## config.mk

```make
export PLATFORM = sky130hd
export DESIGN_NAME = beep_arbiter
export DESIGN_NICKNAME = d
export VERILOG_FILES = /design/src/rtl/beep_arbiter.sv
export SDC_FILE = /design/constraint.sdc
export NUM_CORES = 1
export LEC_CHECK = 0
export ABC_AREA = 1
export CORE_ASPECT_RATIO = 1.4
export CORE_UTILIZATION = 25
export DETAILED_ROUTE_END_ITERATION = 6
export REMOVE_ABC_BUFFERS = 1
export SYNTH_ARGS = -nofsm -noshare
export SYNTH_HDL_FRONTEND = slang
export SYNTH_SLANG_ARGS = --single-unit
export TNS_END_PERCENT = 5
```

## constraint.sdc

```tcl
create_clock -name sys_clk -period 4.85 [get_ports sys_clk]
set_input_delay 0.485 -clock sys_clk [delete_from_list [all_inputs] [get_ports sys_clk]]
set_output_delay 0.485 -clock sys_clk [all_outputs]
set_load 0.01 [all_outputs]
```

## src/rtl/beep_arbiter.sv

```systemverilog
// Fixed-priority arbiter sharing one buzzer tone generator between three requesters;
// each granted job plays N ON/OFF beeps of the requester's tone.
module beep_arbiter #(
    parameter logic [24:0] ON_CYCLES  = 25'd12_499_999,
    parameter logic [24:0] OFF_CYCLES = 25'd12_499_999,
    parameter logic [17:0] TONE_1_MAX = 18'd190840,
    parameter logic [17:0] TONE_2_MAX = 18'd170068,
    parameter logic [17:0] TONE_3_MAX = 18'd151515,
    parameter logic [17:0] TONE_4_MAX = 18'd143266,
    parameter logic [17:0] TONE_5_MAX = 18'd127551,
    parameter logic [17:0] TONE_6_MAX = 18'd113636,
    parameter logic [17:0] TONE_7_MAX = 18'd101215
) (
    input  logic        sys_clk,
    input  logic        sys_rst_n,
    input  logic [2:0]  req,
    input  logic [2:0]  tone_sel0,
    input  logic [2:0]  tone_sel1,
    input  logic [2:0]  tone_sel2,
    input  logic [3:0]  beep_num0,
    input  logic [3:0]  beep_num1,
    input  logic [3:0]  beep_num2,
    input  logic        abort,
    output logic [2:0]  grant,
    output logic [2:0]  done,
    output logic        busy,
    output logic        tone_en,
    output logic [17:0] tone_max
);

    typedef enum logic [1:0] {IDLE, ON, OFF} state_t;

    state_t      state;
    logic [24:0] dur_cnt;
    logic [3:0]  beeps_left;
    logic [2:0]  owner;

    logic [2:0]  win_onehot;
    logic [2:0]  win_sel;
    logic [3:0]  win_num;
    logic [3:0]  win_beeps;
    logic [17:0] win_tone_max;

    // Priority encoder: bit 0 wins, then bit 1, then bit 2.
    always_comb begin
        win_onehot = 3'b100;
        win_sel    = tone_sel2;
        win_num    = beep_num2;
        if (req[0]) begin
            win_onehot = 3'b001;
            win_sel    = tone_sel0;
            win_num    = beep_num0;
        end else if (req[1]) begin
            win_onehot = 3'b010;
            win_sel    = tone_sel1;
            win_num    = beep_num1;
        end
        win_beeps = (win_num == 4'd0) ? 4'd1 : win_num;
        case (win_sel)
            3'd1:    win_tone_max = TONE_1_MAX;
            3'd2:    win_tone_max = TONE_2_MAX;
            3'd3:    win_tone_max = TONE_3_MAX;
            3'd4:    win_tone_max = TONE_4_MAX;
            3'd5:    win_tone_max = TONE_5_MAX;
            3'd6:    win_tone_max = TONE_6_MAX;
            3'd7:    win_tone_max = TONE_7_MAX;
            default: win_tone_max = 18'd0;
        endcase
    end

    always_ff @(posedge sys_clk or negedge sys_rst_n) begin
        if (!sys_rst_n) begin
            state      <= IDLE;
            dur_cnt    <= 25'd0;
            beeps_left <= 4'd0;
            owner      <= 3'b000;
            grant      <= 3'b000;
            done       <= 3'b000;
            busy       <= 1'b0;
            tone_en    <= 1'b0;
            tone_max   <= 18'd0;
        end else begin
            grant <= 3'b000;
            done  <= 3'b000;
            if (abort && state != IDLE) begin
                // Cancelled job: drop straight to idle without a done pulse.
                state      <= IDLE;
                dur_cnt    <= 25'd0;
                beeps_left <= 4'd0;
                owner      <= 3'b000;
                busy       <= 1'b0;
                tone_en    <= 1'b0;
                tone_max   <= 18'd0;
            end else begin
                case (state)
                    IDLE: begin
                        if (!abort && req != 3'b000) begin
                            state      <= ON;
                            dur_cnt    <= 25'd0;
                            beeps_left <= win_beeps;
                            owner      <= win_onehot;
                            grant      <= win_onehot;
                            busy       <= 1'b1;
                            tone_max   <= win_tone_max;
                            tone_en    <= (win_sel != 3'd0);
                        end
                    end
                    ON: begin
                        if (dur_cnt == ON_CYCLES) begin
                            state      <= OFF;
                            dur_cnt    <= 25'd0;
                            beeps_left <= beeps_left - 4'd1;
                            tone_en    <= 1'b0;
                        end else begin
                            dur_cnt <= dur_cnt + 25'd1;
                        end
                    end
                    OFF: begin
                        if (dur_cnt == OFF_CYCLES) begin
                            dur_cnt <= 25'd0;
                            if (beeps_left != 4'd0) begin
                                state   <= ON;
                                // Every audible tone has a non-zero divider, so zero marks a silent job.
                                tone_en <= (tone_max != 18'd0);
                            end else begin
                                state    <= IDLE;
                                busy     <= 1'b0;
                                tone_max <= 18'd0;
                                done     <= owner;
                                owner    <= 3'b000;
                            end
                        end else begin
                            dur_cnt <= dur_cnt + 25'd1;
                        end
                    end
                    default: state <= IDLE;
                endcase
            end
        end
    end

endmodule

```

==> results.md, run 1 <==
* Max-slew violation count at 0
* Cts bufs inserted at 9
* Post_cts resized at 0
* Register area share after synthesis at 39.8%
* Antenna-violating nets left at 0
* Worst-path clk slew at 60 ps
* Critical Path Sink Type: flop
* Postcts setup bufs at 0
* Fill cells at 1,552
* Actual slew at the worst max-slew pin at 730 ps
* Lkg Pwr at 2.19 nW
* Maximum buffer depth of the clock tree at 2
* Die Ht at 146 um
* N_diodes at 0
* Synth async-reset ratio at 100%
* I/O pin total at 53
* Core box area at 0.0144 mm^2
* Final setup violation count at 0
* Max-cap check violation count at 0
* Synth warn at 0
* Post-route cell area at 0.00470 mm^2
* Cell area after placement at 0.00440 mm^2
* GRT Residual Overflow at 0
* Fmax at 0.431 GHz
* Die width at 105 um
* Hpwl dp at 7160 um
* Clk root buf: clkbuf_16
* Worst Hold Class: primary input to asynchronous set/reset pin
* Total power at 2.37 mW
* DRT iter0 DRCs at 182
* Seq. cell area at 0.00148 mm^2
* Layout cells sized above 1 at 11.0%
* Clk sinks at 59
* H-tree levels at 3
* Hold_ws at 295 ps
* DR vias/cell at 4.45
* Syn Inst Count at 512
* Port Buf Inserts at 52
* Synth Area per Inst at 7.25 um^2
* Outcome: complete, but fails checks
* Maximum VDD drop at 176 uV
* Top FF cell, synth: dfrtp_1
* Wirelength, routed at 9590 um
* Detailed Routing Iterations Pass 1 at 7
* Tmin final at 2320 ps
* Worst EP arrival at 2560 ps
* Multi-input gate area at 0.00188 mm^2
* Final hold vios at 0
* FF-to-FF path depth at 10
* Skew-Pair Late Insertion Delay at 340 ps
* Critical path class: flop to flop
* EDFF count, synth at 0
* Crit start category: flop
* Slew headroom at 51.4%
* TritonCTS clock tree: built
* PwrDens at 505 mW/mm^2
* First-pass GRT wire length at 16,100 um
* Synthesized flop and latch total at 59
* Post-Syn Area at 0.00371 mm^2
* Initial antenna violation count at 0
* Vias in the first global route at 3,315
* Required @ worst endpoint at 5100 ps
* Final TNS setup at 0 ps
* Clk_skew at 10.7 ps
* Wire length per cell at 12.6 um
* Site Rows at 52
* Area delta synth->final at 26.7%
* Final nets at 603
* Largest net degree at the start of global routing at 60
* Period utilisation layout at 47.8%
* Unrepaired setup endpoints after global routing: no
* Gpl congestion at 0.890
* Initial Utilization at 25.7%
* DRC at 2
* Cell variety after synth at 36
* Gr usage total at 13.3%
* Cts hold-fix bufs at 0
* DR vias at 3,389
* Die area at 0.0153 mm^2
* CP Max Fanout at 19
* Failing checks: design-rule violations
## registers in the layout, indices dropped and copies added, names as in the netlist
register and flops:
tone_max 17, owner 3, busy 1, beeps_left 4
tone_en 1, grant 3, done 3, state 2
dur_cnt 25
## power breakdown
| part | switching, mW | total [mW] | internal (mW) |
|---|---|---|---|
| sequential | 0.0788 | 0.690 | 0.611 |
| combinational | 0.643 | 1.04 | 0.394 |
| clock | 0.246 | 0.646 | 0.400 |
## layout make-up
type	count	area share [%]
clock buffer	9	4.79
inverter	74	6.01
clock inverter	7	1.65
sequential	59	31.4
multi-input combinational	370	40.0
timing repair buffer	53	11.1
tap	189	5.03
## kinds of logic after synthesis
kind of cell | count (synthesis) | synth area share, %
AND/OR/NAND/NOR | 305 | 37.7
buffers and inverters | 83 | 9.51
flip-flops | 59 | 39.8
AO/OA/AOI/OAI | 49 | 8.33
adder cells (fa/ha/maj) | 9 | 3.04
XOR/XNOR | 7 | 1.65
## metal layers
metal  GRT usage (%)  routed length (um)  vias up
met4            5.21                 167        0
li1                -                   -     1727
met1            15.3                4070     1558
met2            23.1                4870       88
met5               0                   0        -
met3            3.88                 490       16
## stage by stage
step	utilization [%]	instances	setup WS, ps
4_1_cts	32.6	761	2540
3_5_place_dp	30.5	745	2290
3_3_place_gp	30.5	745	2330
5_1_grt	32.6	761	2280
6_report	32.6	761	2530
2_1_floorplan	-	503	3010
## layout by cell type (no fill, tap or decap), drive strengths merged
cell type and n:
inv 75, nand2 155, clkinv 4, o211ai 1
a21oi 13, clkinvlp 1, and2 1, bufinv 1
nand3 42, a22o 1, nor3b 1, a21o 1
xor2 7, nand3b 2, and3 1, dfrtp 59
clkdlybuf4s50 51, o22ai 5, nor2 75, clkbuf 9
ha 9, a21boi 1, nand4 11, o21ai 27
buf 2, nor3 17
## cell usage after synthesis (7+ instances only)
| library cell | n | area share, % |
|---|---|---|
| o21ai_0 | 15 | 2.0 |
| nor2_1 | 64 | 6.5 |
| xor2_1 | 7 | 1.7 |
| nand2_1 | 148 | 15 |
| nor3_1 | 16 | 2.2 |
| ha_1 | 9 | 3.0 |
| o21ai_1 | 10 | 1.3 |
| inv_1 | 61 | 6.2 |
| a21oi_1 | 13 | 1.8 |
| dfrtp_1 | 59 | 40 |
| nand4_1 | 11 | 1.9 |
| nand3_1 | 37 | 5.0 |
| inv_2 | 11 | 1.1 |
## path summary, 6_finish.rpt
kind	start	to	slack [ps]
max	state[1]	dur_cnt[6]	2530
min	sys_rst_n	tone_max[2]	300
max reg2reg	state[1]	dur_cnt[6]	2530
min reg2reg	busy	busy	480
max in group asynchronous	sys_rst_n	dur_cnt[3]	4070
min in group sys_clk	busy	busy	480
## worst max-delay path: stages, from the launching register on
cell,delay [ps]
dfrtp_1,410
inv_1,140
ha_1,230
inv_2,60
nand2_2,260
inv_2,110
o21ai_4,400
inv_4,200
nand2_4,170
nand2_1,90
a21oi_1,160
Note: power is estimated with default switching activity, not from simulation.
==> run 2, diff against run 1 <==
==> constraint.sdc (replaced) <==
create_clock -name sys_clk -period 2.25 [get_ports sys_clk]
set_input_delay 0.225 -clock sys_clk [delete_from_list [all_inputs] [get_ports sys_clk]]
set_output_delay 0.225 -clock sys_clk [all_outputs]
set_load 0.01 [all_outputs]
==> results.md, run 2 (synthesis gave the netlist of run 1 again) <==
* Outcome: completed (was complete, but fails checks)
* Final hold vios at 0 (unchanged)
* Area delta synth->final at 29.4% (was 26.7%)
* Unrepaired setup endpoints after global routing: no (unchanged)
* Critical path class: flop to flop (unchanged)
* Die width at 105 um (unchanged)
* Critical Path Sink Type: flop (unchanged)
* GRT Residual Overflow at 0 (unchanged)
* Cell mode on critical path: inv_2 (unchanged)
* PwrDens at 1100 mW/mm^2 (was 505 mW/mm^2)
* CP Depth at 10 (unchanged)
* Maximum VDD drop at 382 uV (was 176 uV)
* Cell area after placement at 0.00447 mm^2 (was 0.00440 mm^2)
* Period utilisation layout at 88.2% (was 47.8%)
* Critical path's largest stage delay at 410 ps (about the same)
* Worst EP arrival at 2240 ps (was 2560 ps)
* Core box area at 0.0144 mm^2 (unchanged)
* Lkg Pwr at 2.24 nW (was 2.19 nW)
* Wire length per cell at 12.6 um (about the same)
* Max-cap check violation count at 0 (unchanged)
* Commonest non-fill, non-tap cell in the layout: nand2_1 (unchanged)
* Detailed Routing Iterations Pass 1 at 4 (was 7)
* Final setup violation count at 0 (unchanged)
* FF-to-FF path depth at 10 (unchanged)
* Pre-CTS WS at 168 ps (was 2290 ps)
* Worst-path clk slew at 50 ps (was 60 ps)
* Delay-heaviest family, CP: buffers and inverters (was compound AO/OA/AOI/OAI gates)
* I/O pin total at 53 (unchanged)
* Cts bufs inserted at 9 (unchanged)
* Antenna-violating nets left at 0 (unchanged)
* First-pass GRT wire length at 16,300 um (was 16,100 um)
* Worst path slowest cell: dfrtp_1 (unchanged)
* Tmin final at 1980 ps (was 2320 ps)
* Vias in the first global route at 3,425 (was 3,315)
* Post_cts resized at 0 (unchanged)
* Crit start category: flop (unchanged)
* DRT iter0 DRCs at 140 (was 182)
* TritonCTS clock tree: built (unchanged)
* Actual slew at the worst max-slew pin at 383 ps (was 730 ps)
* Clk sinks at 59 (unchanged)
* Largest net degree at the start of global routing at 60 (unchanged)
* N_diodes at 0 (unchanged)
* Wirelength, routed at 9730 um (was 9590 um)
* R2r setup slk at 270 ps (was 2530 ps)
* Clk root buf: clkbuf_16 (unchanged)
* Clk_skew at 3.72 ps (was 10.7 ps)
* Initial antenna violation count at 0 (unchanged)
* Worst reg2reg path endpoint: dur_cnt[5] (was dur_cnt[6])
* CP Max Fanout at 19 (unchanged)
* Fmax at 0.504 GHz (was 0.431 GHz)
* Site Rows at 52 (unchanged)
* Final setup margin at 266 ps (was 2530 ps)
* Placed Cells at 753 (was 745)
* Critical Path, Cell by Cell: inv_1 -> ha_1 -> inv_2 -> nand2_2 -> inv_2 -> o21ai_4 -> inv_4 -> nand2_4 -> inv_2 -> nor3b_2 (was inv_1 -> ha_1 -> inv_2 -> nand2_2 -> inv_2 -> o21ai_4 -> inv_4 -> nand2_4 -> nand2_1 -> a21oi_1)
* Die Ht at 146 um (unchanged)
* Initial Utilization at 25.7% (unchanged)
* Layout cells sized above 1 at 12.2% (was 11.0%)
* Max reg flops at 25 (unchanged)
* Hpwl dp at 7460 um (was 7160 um)
* Gpl congestion at 0.876 (was 0.890)
* DR vias/cell at 4.45 (about the same)
* Worst Hold Class: primary input to asynchronous set/reset pin (unchanged)
* Maximum buffer depth of the clock tree at 2 (unchanged)
* Slew headroom at 74.3% (was 51.4%)
* Post-route cell area at 0.00480 mm^2 (was 0.00470 mm^2)
* WP buf/inv at 5 (was 4)
* Most frequent cells in the layout: nand2_1 (148), nor2_1 (64), inv_1 (61) (unchanged)
* Port Buf Inserts at 52 (unchanged)
* Final nets at 612 (was 603)
* Required @ worst endpoint at 2500 ps (was 5100 ps)
* Layout Cells excl Fill at 770 (was 761)
* Final TNS setup at 0 ps (unchanged)
* Max-slew violation count at 0 (unchanged)
* Largest regs: dur_cnt x25, tone_max x17, beeps_left x4 (unchanged)
* DR vias at 3,424 (was 3,389)
* Die area at 0.0153 mm^2 (unchanged)
* Skew-Pair Late Insertion Delay at 330 ps (was 340 ps)
* Largest reg by FF count: dur_cnt (unchanged)
* Gr usage total at 13.4% (was 13.3%)
* H-tree levels at 3 (unchanged)
* DRC at 0 (was 2)
* RR Startpoint: state[1] (unchanged)
-- run 2: changes by cell type in the layout (fill, tap and decap cells not counted), sizes merged --
cell	delta
buf	+8
clkinv	-2
dlygate4sd3	+1
clkinvlp	+2
inv	-1
bufinv	+1
-- run 2: how the worst max path moves through the flow --
stage	startpoint	endpoint	slack, ps
after floorplan	state[0]	dur_cnt[5]	410
after global placement	req[0]	dur_cnt[14]	210
after detailed placement	req[0]	dur_cnt[5]	170
after CTS	state[1]	dur_cnt[5]	230
after global routing	state[1]	tone_max[4]	60
final	state[1]	dur_cnt[5]	270
-- run 2: per-stage QoR --
| stage | hold slack (ps) | power (mW) | utilization, % |
|---|---|---|---|
| after floorplan | -70.6 | 2.94 | - |
| after global placement | 264 | 3.81 | 31.0 |
| after detailed placement | 264 | 3.83 | 31.0 |
| after CTS | 458 | 5.32 | 33.2 |
| after global routing | 477 | 5.65 | 33.2 |
| final | 440 | 5.27 | 33.2 |
-- run 2: metal layers --
layer	track usage (%)	vias up	wire, um	share of wire [%]
li1	-	1754	-	-
met1	14.4	1571	4020	41
met2	24.8	82	5060	52
met3	3.71	17	450	4.6
met4	4.65	0	198	2.0
met5	0	-	0	0
-- run 2: final cells by class --
class,count,area (um^2)
inverters,74,283
multi-input cells,370,1880
clock inverters,7,92.6
fillers,1562,9640
well taps,189,236
repair buffers,62,606
flip-flops and latches,59,1480
clock buffers,9,225
-- run 2: repair_timing --
action                     in CTS  in global routing
setup buffers                   0                  0
setup endpoints to repair       0                  0
hold buffers                    1                  0
hold endpoints to repair       59                  0
-- run 2: worst reg2reg max path, cell delays in order, from the launching register on --
cell and delay (ps):
dfrtp_1 410, inv_1 140, ha_1 210, inv_2 50
nand2_2 130, inv_2 90, o21ai_4 280, inv_4 160
nand2_4 160, inv_2 90, nor3b_2 180
-- run 2: report_power, final --
group / internal [mW] / switching [mW] / leakage (nW)
Sequential: 1.32 / 0.168 / 0.785
Combinational: 0.908 / 1.40 / 1.30
Clock: 0.964 / 0.511 / 0.147
Total: 3.19 / 2.08 / 2.24
==> run 3, diff against run 2 <==
--- a/config.mk
+++ b/config.mk
@@ -9,6 +9,7 @@
 export CORE_ASPECT_RATIO = 1.4
 export CORE_UTILIZATION = 25
 export DETAILED_ROUTE_END_ITERATION = 6
+export GPL_ROUTABILITY_DRIVEN = 0
 export REMOVE_ABC_BUFFERS = 1
 export SYNTH_ARGS = -nofsm -noshare
 export SYNTH_HDL_FRONTEND = slang
==> results of run 3 <==
The final DEF is identical to that of run 2; final timing and power are the same.
